`src/rtl/vga_timing_pkg.sv`:
```
// Shared VGA timing definitions: receiver lock states, default 640x480
// timing constants and saturating counter helpers.
package vga_timing_pkg;

    localparam int H_TOTAL_DEF  = 800;
    localparam int V_TOTAL_DEF  = 525;
    localparam int H_ACTIVE_DEF = 640;
    localparam int V_ACTIVE_DEF = 480;

    localparam int CNT_W = 10;
    localparam int ERR_W = 8;

    typedef logic [CNT_W-1:0] cnt_t;
    typedef logic [ERR_W-1:0] err_t;

    typedef enum logic [1:0] {
        SEARCH  = 2'd0,
        MEASURE = 2'd1,
        LOCKED  = 2'd2
    } rx_state_t;

    typedef struct packed {
        logic        valid;
        logic [23:0] rgb;
        logic        h_fall;
        logic        v_fall;
        logic        valid_fall;
    } sync_t;

    function automatic cnt_t sat_inc(input cnt_t v);
        return (v == '1) ? v : v + cnt_t'(1);
    endfunction

    function automatic err_t sat_inc_err(input err_t v);
        return (v == '1) ? v : v + err_t'(1);
    endfunction

endpackage

```
`src/rtl/vga_sync_edge.sv`:
```
// Input registers for the VGA receiver: one sample stage, a second copy
// for edge detection, and falling-edge strobes for the sync/enable lines.
module vga_sync_edge
    import vga_timing_pkg::*;
(
    input  logic        pclk,
    input  logic        reset,
    input  logic        hsync,
    input  logic        vsync,
    input  logic        valid,
    input  logic [23:0] rgb,
    output sync_t       edges
);

    logic        hsync_s1;
    logic        hsync_s2;
    logic        vsync_s1;
    logic        vsync_s2;
    logic        valid_s1;
    logic        valid_s2;
    logic [23:0] rgb_s1;

    // Syncs idle high, so a reset value of 1 never fakes a falling edge.
    always_ff @(posedge pclk) begin
        if (reset) begin
            hsync_s1 <= 1'b1;
            hsync_s2 <= 1'b1;
            vsync_s1 <= 1'b1;
            vsync_s2 <= 1'b1;
            valid_s1 <= 1'b0;
            valid_s2 <= 1'b0;
            rgb_s1   <= '0;
        end else begin
            hsync_s1 <= hsync;
            hsync_s2 <= hsync_s1;
            vsync_s1 <= vsync;
            vsync_s2 <= vsync_s1;
            valid_s1 <= valid;
            valid_s2 <= valid_s1;
            rgb_s1   <= rgb;
        end
    end

    always_comb begin
        edges.valid      = valid_s1;
        edges.rgb        = rgb_s1;
        edges.h_fall     = hsync_s2 & ~hsync_s1;
        edges.v_fall     = vsync_s2 & ~vsync_s1;
        edges.valid_fall = valid_s2 & ~valid_s1;
    end

endmodule

```
`src/rtl/vga_rx_capture.sv`:
```
// VGA receiver: measures line/frame timing, locks to the expected raster
// and emits addressed pixel writes for the active area while locked.
module vga_rx_capture
    import vga_timing_pkg::*;
#(
    parameter int H_TOTAL  = H_TOTAL_DEF,
    parameter int V_TOTAL  = V_TOTAL_DEF,
    parameter int H_ACTIVE = H_ACTIVE_DEF,
    parameter int V_ACTIVE = V_ACTIVE_DEF
) (
    input  logic        pclk,
    input  logic        reset,
    input  logic        hsync,
    input  logic        vsync,
    input  logic        valid,
    input  logic [7:0]  vga_r,
    input  logic [7:0]  vga_g,
    input  logic [7:0]  vga_b,
    output logic [9:0]  h_addr,
    output logic [9:0]  v_addr,
    output logic [23:0] pix_data,
    output logic        pix_we,
    output logic        frame_start,
    output logic        locked,
    output logic [9:0]  line_len,
    output logic [9:0]  frame_lines,
    output logic [7:0]  err_cnt
);

    localparam logic [10:0] H_TOTAL_L  = 11'(H_TOTAL);
    localparam cnt_t        V_TOTAL_L  = cnt_t'(V_TOTAL);
    localparam cnt_t        H_ACTIVE_L = cnt_t'(H_ACTIVE);
    localparam cnt_t        V_ACTIVE_L = cnt_t'(V_ACTIVE);

    sync_t       edges;
    rx_state_t   state;
    rx_state_t   state_nx;
    cnt_t        hcnt;
    cnt_t        lcnt;
    cnt_t        xcnt;
    cnt_t        ycnt;
    logic        seen;
    logic [10:0] hlen;
    logic        line_ok;
    logic        frame_ok;
    logic        lock_lost;
    cnt_t        x_base;
    cnt_t        y_step;
    cnt_t        y_base;
    logic        wr_nx;
    logic        fs_nx;

    vga_sync_edge u_sync (
        .pclk  (pclk),
        .reset (reset),
        .hsync (hsync),
        .vsync (vsync),
        .valid (valid),
        .rgb   ({vga_r, vga_g, vga_b}),
        .edges (edges)
    );

    assign hlen     = {1'b0, hcnt} + 11'd1;
    assign line_ok  = (hlen == H_TOTAL_L);
    assign frame_ok = (lcnt == V_TOTAL_L);

    always_ff @(posedge pclk) begin
        if (reset) begin
            state <= SEARCH;
        end else begin
            state <= state_nx;
        end
    end

    // A bad line length outranks any vsync decision in the same cycle.
    always_comb begin
        state_nx  = state;
        lock_lost = 1'b0;
        unique case (state)
            SEARCH: begin
                if (edges.v_fall) begin
                    state_nx = MEASURE;
                end
            end
            MEASURE: begin
                if (edges.h_fall && !line_ok) begin
                    state_nx = SEARCH;
                end else if (edges.v_fall) begin
                    state_nx = frame_ok ? LOCKED : SEARCH;
                end
            end
            LOCKED: begin
                if ((edges.h_fall && !line_ok) ||
                    (edges.v_fall && !frame_ok)) begin
                    state_nx  = SEARCH;
                    lock_lost = 1'b1;
                end
            end
            default: begin
                state_nx = SEARCH;
            end
        endcase
    end

    always_comb begin
        x_base = edges.h_fall ? '0 : xcnt;
        y_step = (edges.h_fall && seen) ? sat_inc(ycnt) : ycnt;
        y_base = edges.v_fall ? '0 : y_step;
        wr_nx  = edges.valid && (state == LOCKED) &&
                 (x_base < H_ACTIVE_L) && (y_base < V_ACTIVE_L);
        fs_nx  = edges.v_fall && (state_nx == LOCKED);
    end

    always_ff @(posedge pclk) begin
        if (reset) begin
            hcnt <= '0;
            lcnt <= '0;
            xcnt <= '0;
            ycnt <= '0;
            seen <= 1'b0;
        end else begin
            hcnt <= edges.h_fall ? '0 : sat_inc(hcnt);
            if (edges.v_fall) begin
                lcnt <= edges.h_fall ? cnt_t'(1) : '0;
            end else if (edges.h_fall) begin
                lcnt <= sat_inc(lcnt);
            end
            xcnt <= edges.valid ? sat_inc(x_base) : x_base;
            ycnt <= y_base;
            if (edges.h_fall) begin
                seen <= edges.valid;
            end else begin
                seen <= seen | edges.valid | edges.valid_fall;
            end
        end
    end

    always_ff @(posedge pclk) begin
        if (reset) begin
            h_addr      <= '0;
            v_addr      <= '0;
            pix_data    <= '0;
            pix_we      <= 1'b0;
            frame_start <= 1'b0;
            locked      <= 1'b0;
            line_len    <= '0;
            frame_lines <= '0;
            err_cnt     <= '0;
        end else begin
            pix_we      <= wr_nx;
            frame_start <= fs_nx;
            locked      <= (state_nx == LOCKED);
            if (wr_nx) begin
                h_addr   <= x_base;
                v_addr   <= y_base;
                pix_data <= edges.rgb;
            end
            if (edges.h_fall) begin
                line_len <= hlen[10] ? '1 : hlen[9:0];
            end
            if (edges.v_fall) begin
                frame_lines <= lcnt;
            end
            if (lock_lost) begin
                err_cnt <= sat_inc_err(err_cnt);
            end
        end
    end

endmodule

```
`config.mk`:
```
export PLATFORM = sky130hd
export DESIGN_NAME = vga_rx_capture
export DESIGN_NICKNAME = d
export VERILOG_FILES = /design/src/rtl/vga_timing_pkg.sv /design/src/rtl/vga_sync_edge.sv /design/src/rtl/vga_rx_capture.sv
export SDC_FILE = /design/constraint.sdc
export NUM_CORES = 1
export LEC_CHECK = 0
export ABC_CLOCK_PERIOD_IN_PS = 4000
export CAP_MARGIN = 10
export CORE_UTILIZATION = 57
export CTS_CLUSTER_SIZE = 28
export DETAILED_ROUTE_END_ITERATION = 12
export PLACE_DENSITY = 0.92
export SYNTH_ARGS = -nofsm -noshare
export SYNTH_HDL_FRONTEND = slang
export SYNTH_SLANG_ARGS = --single-unit
export TNS_END_PERCENT = 30
```
`constraint.sdc`:
```
create_clock -name pclk -period 4 [get_ports pclk]
set_input_delay 1.2 -clock pclk [delete_from_list [all_inputs] [get_ports pclk]]
set_output_delay 1.2 -clock pclk [all_outputs]
set_load 0.1 [all_outputs]
```
* After elaboration in Yosys (flattened, before gate mapping)
Index checks and enable logic that the tools add are counted.
** Storage, ports and cells
- Flip-flop bits (word level) :: 148
- Output and inout port bits :: 75
- Word-level logic and storage cells :: 85
** Operators by class
- Add/subtract/negate cells :: 6
- Order comparisons :: 2
- Eq/ne operators :: 11
- Muxes and demuxes :: 20
- Bitwise operators :: 9
- Reductions and logical operators :: 15
** Operator list (count)
- $mux 10 :: 10
- $eq 10x10->1 const B :: 5
- $add 10x1->10 const B :: 4
- $add 10x1->11 const B :: 1
- $eq 11x10->1 const B :: 1
- $lt 10x10->1 const B :: 1
- $lt 10x9->1 const B :: 1
- $mux 2 :: 5
- $add 8x1->8 const B :: 1
- $eq 8x8->1 const B :: 1
- $logic_and 1x1->1 :: 7
- $pmux 2 s3 :: 1
- $eq 2x2->1 const B :: 2
- $mux 1 :: 4
- $not 1->1 :: 4
- $reduce_and 2->1 :: 2
- $and 1x1->1 :: 3
- $eq 2x1->1 const B :: 1
- $logic_not 1->1 :: 2
- $logic_not 2->1 :: 1
- $ne 2x2->1 const B :: 1
- $or 1x1->1 :: 2
- $reduce_bool 2->1 :: 1
- $reduce_or 2->1 :: 1
- $logic_or 1x1->1 :: 1

* Logic depth before layout (Yosys ltp)
Gate-level depths: netlist of run 1.
- Depth after elaboration :: 9
- Mapped depth :: 11
- Mapped depth without buffers :: 9

* By module
Synthesis of run 1 repeated with hierarchy kept, for this count alone.
** Second synthesis, totals
- Cell total of the unflattened synthesis :: 667
- Area total of the unflattened synthesis :: 6183.4 µm²
** By module, submodules not included
- vga_rx_capture :: times used 1, cells each 600, area an instance 5347.6 µm², sequential area each 2362.3 µm²
- vga_sync_edge :: times used 1, cells each 67, area an instance 835.8 µm², sequential area each 600.6 µm²

* Worst setup path after synthesis of run 1
Ideal clock, no wire load.
- Path kind :: input to register
- Start :: input reset
- End :: register seen
- Setup time :: 128 ps
- Arrival :: 2329 ps
- Path slack :: 1543 ps
- Stages :: 5
- Path through :: clkbuf_1 -> clkbuf_1 -> clkbuf_1 -> buf_1 -> o22ai_1
** RTL lines
- start: declaration :: line vga_rx_capture.sv:12 : input logic reset,
- end signal: assignment :: line vga_rx_capture.sv:131 : seen <= edges.valid;
- end signal: assignment :: line vga_rx_capture.sv:133 : seen <= seen | edges.valid | edges.valid_fall;
- end: declaration :: line vga_rx_capture.sv:42 : logic seen;
No word-level cell between the ends.

* Final worst setup path of run 1
- Start :: register err_cnt[4]
- End :: output err_cnt[4]
** RTL lines
- start: declaration :: line vga_rx_capture.sv:27 : output logic [7:0] err_cnt
- start signal: assignment :: line vga_rx_capture.sv:165 : err_cnt <= sat_inc_err(err_cnt);
No word-level cell between the ends.

==> results of run 1 <==
worst paths after layout:
check                                       start            to  slack (ns)  cells past startpoint
worst max register to register            ycnt[0]     v_addr[4]        1.13                      7
worst min register to register  u_sync.rgb_s1[22]  pix_data[22]        0.45                      2
worst max-delay path                   err_cnt[4]    err_cnt[4]        0.67                      1
worst min-delay path            u_sync.rgb_s1[22]  pix_data[22]        0.45                      2
cell families (layout without fill, tap and decap cells):
logic type / count (synthesis) / count (layout) / synth area share
multiplexers: 12 / 12 / 0.0225
adder cells (fa/ha/maj): 6 / 6 / 0.0125
AO/OA/AOI/OAI: 133 / 133 / 0.143
flip-flops: 148 / 148 / 0.493
buffers and inverters: 47 / 148 / 0.0348
AND/OR/NAND/NOR: 286 / 286 / 0.251
XOR/XNOR: 30 / 30 / 0.0437
worst reg2reg max path, cell delays in order, from the launching register on:
cell and delay [ns]:
dfxtp_1 0.44, ha_1 0.26, and4_1 0.35, nand2_1 0.15
o211ai_4 0.31, o221ai_4 0.40, nor2_4 0.45, mux2_2 0.39
state kept, by name, summed over array words and instances, names as in the netlist, 2 cells and up:
name	flops
frame_lines	10
state	2
xcnt	10
v_addr	10
hcnt	10
h_addr	10
pix_data	24
u_sync.rgb_s1	24
err_cnt	8
lcnt	10
line_len	10
ycnt	10
power breakdown:
| part | total [mW] | internal [mW] | switching (mW) |
|---|---|---|---|
| combinational | 0.179 | 0.0652 | 0.114 |
| clock | 1.53 | 0.863 | 0.668 |
| sequential | 1.52 | 1.50 | 0.0182 |
cell usage in the layout (no fill, tap or decap), types with 15 or more instances in the layout:
cell type	netlist	final
nand2_1	51	51
nor2b_1	36	36
dfxtp_1	148	148
clkdlybuf4s50_1	0	101
nand3_1	40	40
nor2_1	69	69
clkbuf_16	0	16
nand4_1	15	15
o21ai_0	42	42
xor2_1	17	17
a21oi_1	50	50
final cells by class:
class                           instances  area share
Clock buffer                           18      0.0560
Timing Repair Buffer                  109       0.140
Tap cell                              136      0.0223
Sequential cell                       148       0.388
Multi-Input combinational cell        467       0.371
Inverter                                7     0.00344
Clock inverter                         14      0.0190
metrics by stage:
step / instance area (µm²) / power [mW] / hold slack [ns] / setup WS, ns
after global placement: 7070 / 1.72 / 0.426 / 1.25
after detailed placement: 7070 / 1.73 / 0.440 / 1.16
after floorplan: 6010 / 1.67 / 0.416 / 1.54
after global routing: 7640 / 3.33 / 0.471 / 0.620
final: 7640 / 3.23 / 0.451 / 0.666
after CTS: 7640 / 3.24 / 0.447 / 0.658
layer usage:
metal	vias to the layer above	routed length [µm]	GRT usage	share of wire
met4	0	374	0.131	0.027
li1	2494	-	-	-
met5	-	0	0	0
met1	2463	5770	0.321	0.41
met2	193	7120	0.452	0.51
met3	36	814	0.0630	0.058
==> results.sh, run 1 <==
export IMPL_status="finished, final reports clean"
export IMPL_synth_edf_count=0
export IMPL_max_slew_margin=0.323
export IMPL_num_vias=5186
export IMPL_postSynthAreaPerCell_um2=9.08
export IMPL_numPortBuffers=103
export IMPL_path_cells="clkdlybuf4s50_1"
export IMPL_place_inst=867
export IMPL_grt_pass1_wl_um=23700
export IMPL_grt_total_usage=0.268
export IMPL_fin_nets=785
export IMPL_postLayoutCoreUtil=0.744
export IMPL_syn_num_nets=697
export IMPL_clock_path_buffers=2
export IMPL_synth_seq_cells=148
export IMPL_timing_critical_path_max_delay_family="buffers and inverters"
export IMPL_syn_to_final_growth_pct=27.1
export IMPL_drt_total_wl_um=14100
export IMPL_synth_async_reset_ratio=0
export IMPL_hold_viol_final=0
export IMPL_grt_overflow=0
export IMPL_cellLeakagePower_nw=2.71
export IMPL_clkSinkCount=148
export IMPL_drt_iter0_drc=391
export IMPL_synth_seq_area_share=0.493
export IMPL_die_area_um2=11000
export IMPL_ys_warn_count=0
export IMPL_cts_resized=0
export IMPL_clk_latency_ns=0.53
export IMPL_n_antenna_cell=0
export IMPL_wire_per_inst_um=15.7
export IMPL_num_rows=37
export IMPL_maxSlewViolCount=0
export IMPL_cts_root_buf="clkbuf_8"
export IMPL_fp_dieH_um=105
export IMPL_finalCriticalPeriod_ns=3.33
export IMPL_synth_most_common_cell="dfxtp_1"
export IMPL_drc=0
export IMPL_rsz0062_at_grt="false"
export IMPL_synth_top_cell_by_area="dfxtp_1"
export IMPL_worstHoldPathType="reg -> reg"
export IMPL_numCtsBuffers=17
export IMPL_viasPerCell=5.77
export IMPL_cp_arrival_ns=2.13
export IMPL_drt_first_pass_iters=5
export IMPL_post_synth_num_cell_types=64
export IMPL_cap_viol_max_count=0
export IMPL_ir_drop_mv=0.301
export IMPL_dpl_hpwl_um=9250
export IMPL_period_share=0.834
export IMPL_cts_tree="done"
export IMPL_syn_inst=662
export IMPL_grt_max_degree=47
export IMPL_path_clk_slew_ns=0.07
export IMPL_core_area_um2=10300
export IMPL_required_ns=2.80
export IMPL_layout_drive_gt1_share=0.0983
export IMPL_h_tree_depth=4
export IMPL_initial_core_util=0.585
export IMPL_criticalPathCategory="reg -> out"
export IMPL_worst_path_largest_cell_delay_ns=1.17
export IMPL_worst_slew_pin_slew_ns=1.01
export IMPL_synth_top_area_frac=0.493
export IMPL_post_cts_setup_buffer_count=0
export IMPL_tns_ns=0
export IMPL_grt_pass1_vias=4967
export IMPL_skew_ns=0.00586
export IMPL_synthTopCellsByCount="dfxtp_1 (148), nor2_1 (69), nand2_1 (51), a21oi_1 (50), o21ai_0 (42)"
export IMPL_ios=104
export IMPL_end_kind="output port"
export IMPL_synth_ff_type="dfxtp_1"
export IMPL_multi_input_area_um2=2840
export IMPL_grt_antenna_before_repair=0
export IMPL_setup_violations=0
export IMPL_timing_fmax_ghz=0.300
export IMPL_synth_area_top_cells="dfxtp_1 (49%), nor2_1 (4.3%), a21oi_1 (4.2%), nor2b_1 (3.7%), o21ai_0 (3.5%)"
export IMPL_fp_dieW_um=105
export IMPL_path_max_fanout=6
export IMPL_final_cell_count_no_fill=899
export IMPL_ant_nets=0
export IMPL_worst_path_buf_inv=1
export IMPL_fillers=685
export IMPL_cts_hold_buf=0
export IMPL_critPathSlowestCell="clkdlybuf4s50_1"
export IMPL_powerDensity_nw_per_um2=423
export IMPL_synthesis_area_um2=6010
export IMPL_seq_area_um2=2960
export IMPL_start_kind="flip-flop"
export IMPL_gp_congestion=0.885
(Power assumes the default switching activity.)
==> run 2: changes to the inputs <==
--- a/config.mk
+++ b/config.mk
@@ -5,12 +5,12 @@
 export SDC_FILE = /design/constraint.sdc
 export NUM_CORES = 1
 export LEC_CHECK = 0
-export ABC_CLOCK_PERIOD_IN_PS = 4000
+export ABC_CLOCK_PERIOD_IN_PS = 3150
 export CAP_MARGIN = 10
-export CORE_UTILIZATION = 57
+export CORE_UTILIZATION = 53
 export CTS_CLUSTER_SIZE = 28
 export DETAILED_ROUTE_END_ITERATION = 12
-export PLACE_DENSITY = 0.92
+export PLACE_DENSITY = 0.87
 export SYNTH_ARGS = -nofsm -noshare
 export SYNTH_HDL_FRONTEND = slang
 export SYNTH_SLANG_ARGS = --single-unit
==> constraint.sdc (replaced) <==
create_clock -name pclk -period 3.15 [get_ports pclk]
set_input_delay 0.945 -clock pclk [delete_from_list [all_inputs] [get_ports pclk]]
set_output_delay 0.945 -clock pclk [all_outputs]
set_load 0.1 [all_outputs]
==> run 2 against run 1 <==
Net effect:
- non-clock buffer count rose by 3
- worst hold slack got worse by 0.0059 ns
- cell count rose by 0.78%
- die area rose by 7.4%
- via count fell by 0.85%
- global-route usage fell by 2.5 points
- sequential cell count did not move
- core utilization fell by 5.6 points
==> results.sh, run 2 (synthesis gave the netlist of run 1 again) <==
export IMPL_status="finished, final reports clean"
export IMPL_h_tree_depth=4
export IMPL_met3_usage=0.0536
export IMPL_numPortBuffers=103
export IMPL_syn_to_final_growth_pct=25.1
export IMPL_fp_dieW_um=108
export IMPL_reg_top3="pix_data x24, u_sync.rgb_s1 x24"
export IMPL_final_cell_mix="dfxtp_1 (148), buf_4 (85), nor2_1 (69)"
export IMPL_required_ns=3.49
export IMPL_dpl_hpwl_um=9060
export IMPL_grt_total_usage=0.243
export IMPL_num_vias=5142
export IMPL_layout_drive_gt1_share=0.198
export IMPL_drt_first_pass_iters=5
export IMPL_die_area_um2=11800
export IMPL_worstHoldPathCells=2
export IMPL_clk_latency_ns=0.42
export IMPL_cellLeakagePower_nw=2.89
export IMPL_worst_slew_pin_slew_ns=0.832
export IMPL_rsz0062_at_grt="false"
export IMPL_cts_tree="done"
export IMPL_hold_viol_final=0
export IMPL_timing_critical_path_max_delay_family="simple AND/OR/NAND/NOR gates"
export IMPL_drt_iter0_drc=373
export IMPL_numCtsBuffers=17
export IMPL_end_kind="flip-flop"
export IMPL_post_cts_setup_buffer_count=0
export IMPL_fin_nets=788
export IMPL_fp_dieH_um=108
export IMPL_ios=104
export IMPL_powerDensity_nw_per_um2=555
export IMPL_max_slew_margin=0.445
export IMPL_maxSlewViolCount=0
export IMPL_cts_root_buf="clkbuf_16"
export IMPL_drt_total_wl_um=14000
export IMPL_path_clk_slew_ns=0.07
export IMPL_core_area_um2=10900
export IMPL_critPathSlowestCell="or4_1"
export IMPL_grt_busiest_layer="met2"
export IMPL_layout_commonest_cell="dfxtp_1"
export IMPL_period_share=0.888
export IMPL_criticalPathCategory="reg -> reg"
export IMPL_grt_pass1_vias=4906
export IMPL_num_rows=38
export IMPL_ir_drop_mv=0.377
export IMPL_cp_depth=8
export IMPL_worst_path_buf_inv=1
export IMPL_cts_resized=0
export IMPL_finalPower_mw=4.17
export IMPL_setup_violations=0
export IMPL_path_cells="ha_1 -> and4_1 -> nand2_1 -> o211ai_4 -> o221ai_4 -> buf_4 -> or4_1 -> o21ai_0"
export IMPL_grt_max_degree=82
export IMPL_worst_path_largest_cell_delay_ns=0.50
export IMPL_cap_viol_max_count=0
export IMPL_clkSinkCount=148
export IMPL_grt_antenna_before_repair=0
export IMPL_use_met1=0.287
export IMPL_skew_ns=0.0118
export IMPL_drc=0
export IMPL_path_max_fanout=22
export IMPL_timing_fmax_ghz=0.357
export IMPL_grt_util_met2=0.420
export IMPL_tns_ns=0
export IMPL_gp_congestion=0.885
export IMPL_initial_core_util=0.550
export IMPL_finalCriticalPeriod_ns=2.80
export IMPL_n_antenna_cell=0
export IMPL_clock_path_buffers=2
export IMPL_grt_overflow=0
export IMPL_viasPerCell=5.68
export IMPL_reg2reg_depth=8
export IMPL_worstHoldPathType="reg -> reg"
export IMPL_start_kind="flip-flop"
export IMPL_grt_pass1_wl_um=22600
export IMPL_ant_nets=0
export IMPL_cp_arrival_ns=3.14
export IMPL_fillers=807
export IMPL_cts_hold_buf=0
export IMPL_wire_per_inst_um=15.4
[run 2: cell types whose count changed in the layout (fill, tap and decap cells not counted)]
cell	before	now
bufinv_16	1	0
clkinv_4	3	2
clkinv_2	1	0
buf_4	8	85
clkbuf_8	2	0
clkinv_8	0	5
clkbuf_16	16	17
clkinvlp_4	2	0
inv_12	0	1
clkdlybuf4s50_1	101	27
[run 2: report_power, final]
group          switching [mW]  internal (mW)  total [mW]
sequential             0.0219           1.91        1.93
combinational           0.147         0.0815       0.229
clock                   0.936           1.08        2.01
total                    1.10           3.07        4.17
[run 2: final timing paths]
| kind | slack, ns | from | endpoint |
|---|---|---|---|
| setup / recovery | 0.35 | ycnt[0] | h_addr[4] |
| hold reg to reg | 0.45 | u_sync.rgb_s1[19] | pix_data[19] |
| setup reg to reg | 0.35 | ycnt[0] | h_addr[4] |
| hold / removal | 0.45 | u_sync.rgb_s1[19] | pix_data[19] |
[run 2: per-layer routing]
layer,up-vias,part of all wire
met1,2416,0.42
met3,46,0.054
met5,-,0
met4,0,0.028
met2,188,0.50
li1,2492,-
[run 2: cell type report]
| class | instances | area (µm²) | area share |
|---|---|---|---|
| tap | 140 | 175 | 0.0233 |
| sequential | 148 | 2960 | 0.394 |
| clock inverter | 15 | 184 | 0.0245 |
| clock buffer | 17 | 425 | 0.0566 |
| timing repair buffer | 112 | 908 | 0.121 |
| inverter | 7 | 26.3 | 0.00349 |
| multi-input combinational | 467 | 2840 | 0.377 |
[run 2: worst register-to-register path: cells and delay by family (launching register included)]
kind            cells  cell delay, ns
compound gates      3            0.67
simple gates        3            1.05
fa+ha+maj           1            0.27
buf+inv             1            0.29
flops               1            0.45
[run 2: stage by stage]
step,worst slack (ns),util,hold WS [ns],instance area [µm²],std cells
2_1_floorplan,0.710,-,0.416,6010,662
3_3_place_gp,0.620,0.632,0.427,6910,874
3_5_place_dp,0.462,0.632,0.435,6910,874
4_1_cts,0.371,0.688,0.445,7520,906
5_1_grt,0.236,0.688,0.452,7520,906
6_report,0.352,0.688,0.445,7520,906
==> run 3: changes to the inputs <==
--- a/config.mk
+++ b/config.mk
@@ -11,6 +11,7 @@
 export CTS_CLUSTER_SIZE = 28
 export DETAILED_ROUTE_END_ITERATION = 12
 export PLACE_DENSITY = 0.87
+export SLEW_MARGIN = 30
 export SYNTH_ARGS = -nofsm -noshare
 export SYNTH_HDL_FRONTEND = slang
 export SYNTH_SLANG_ARGS = --single-unit
==> results of run 3 <==
The final DEF is identical to that of run 2; final timing and power are the same.
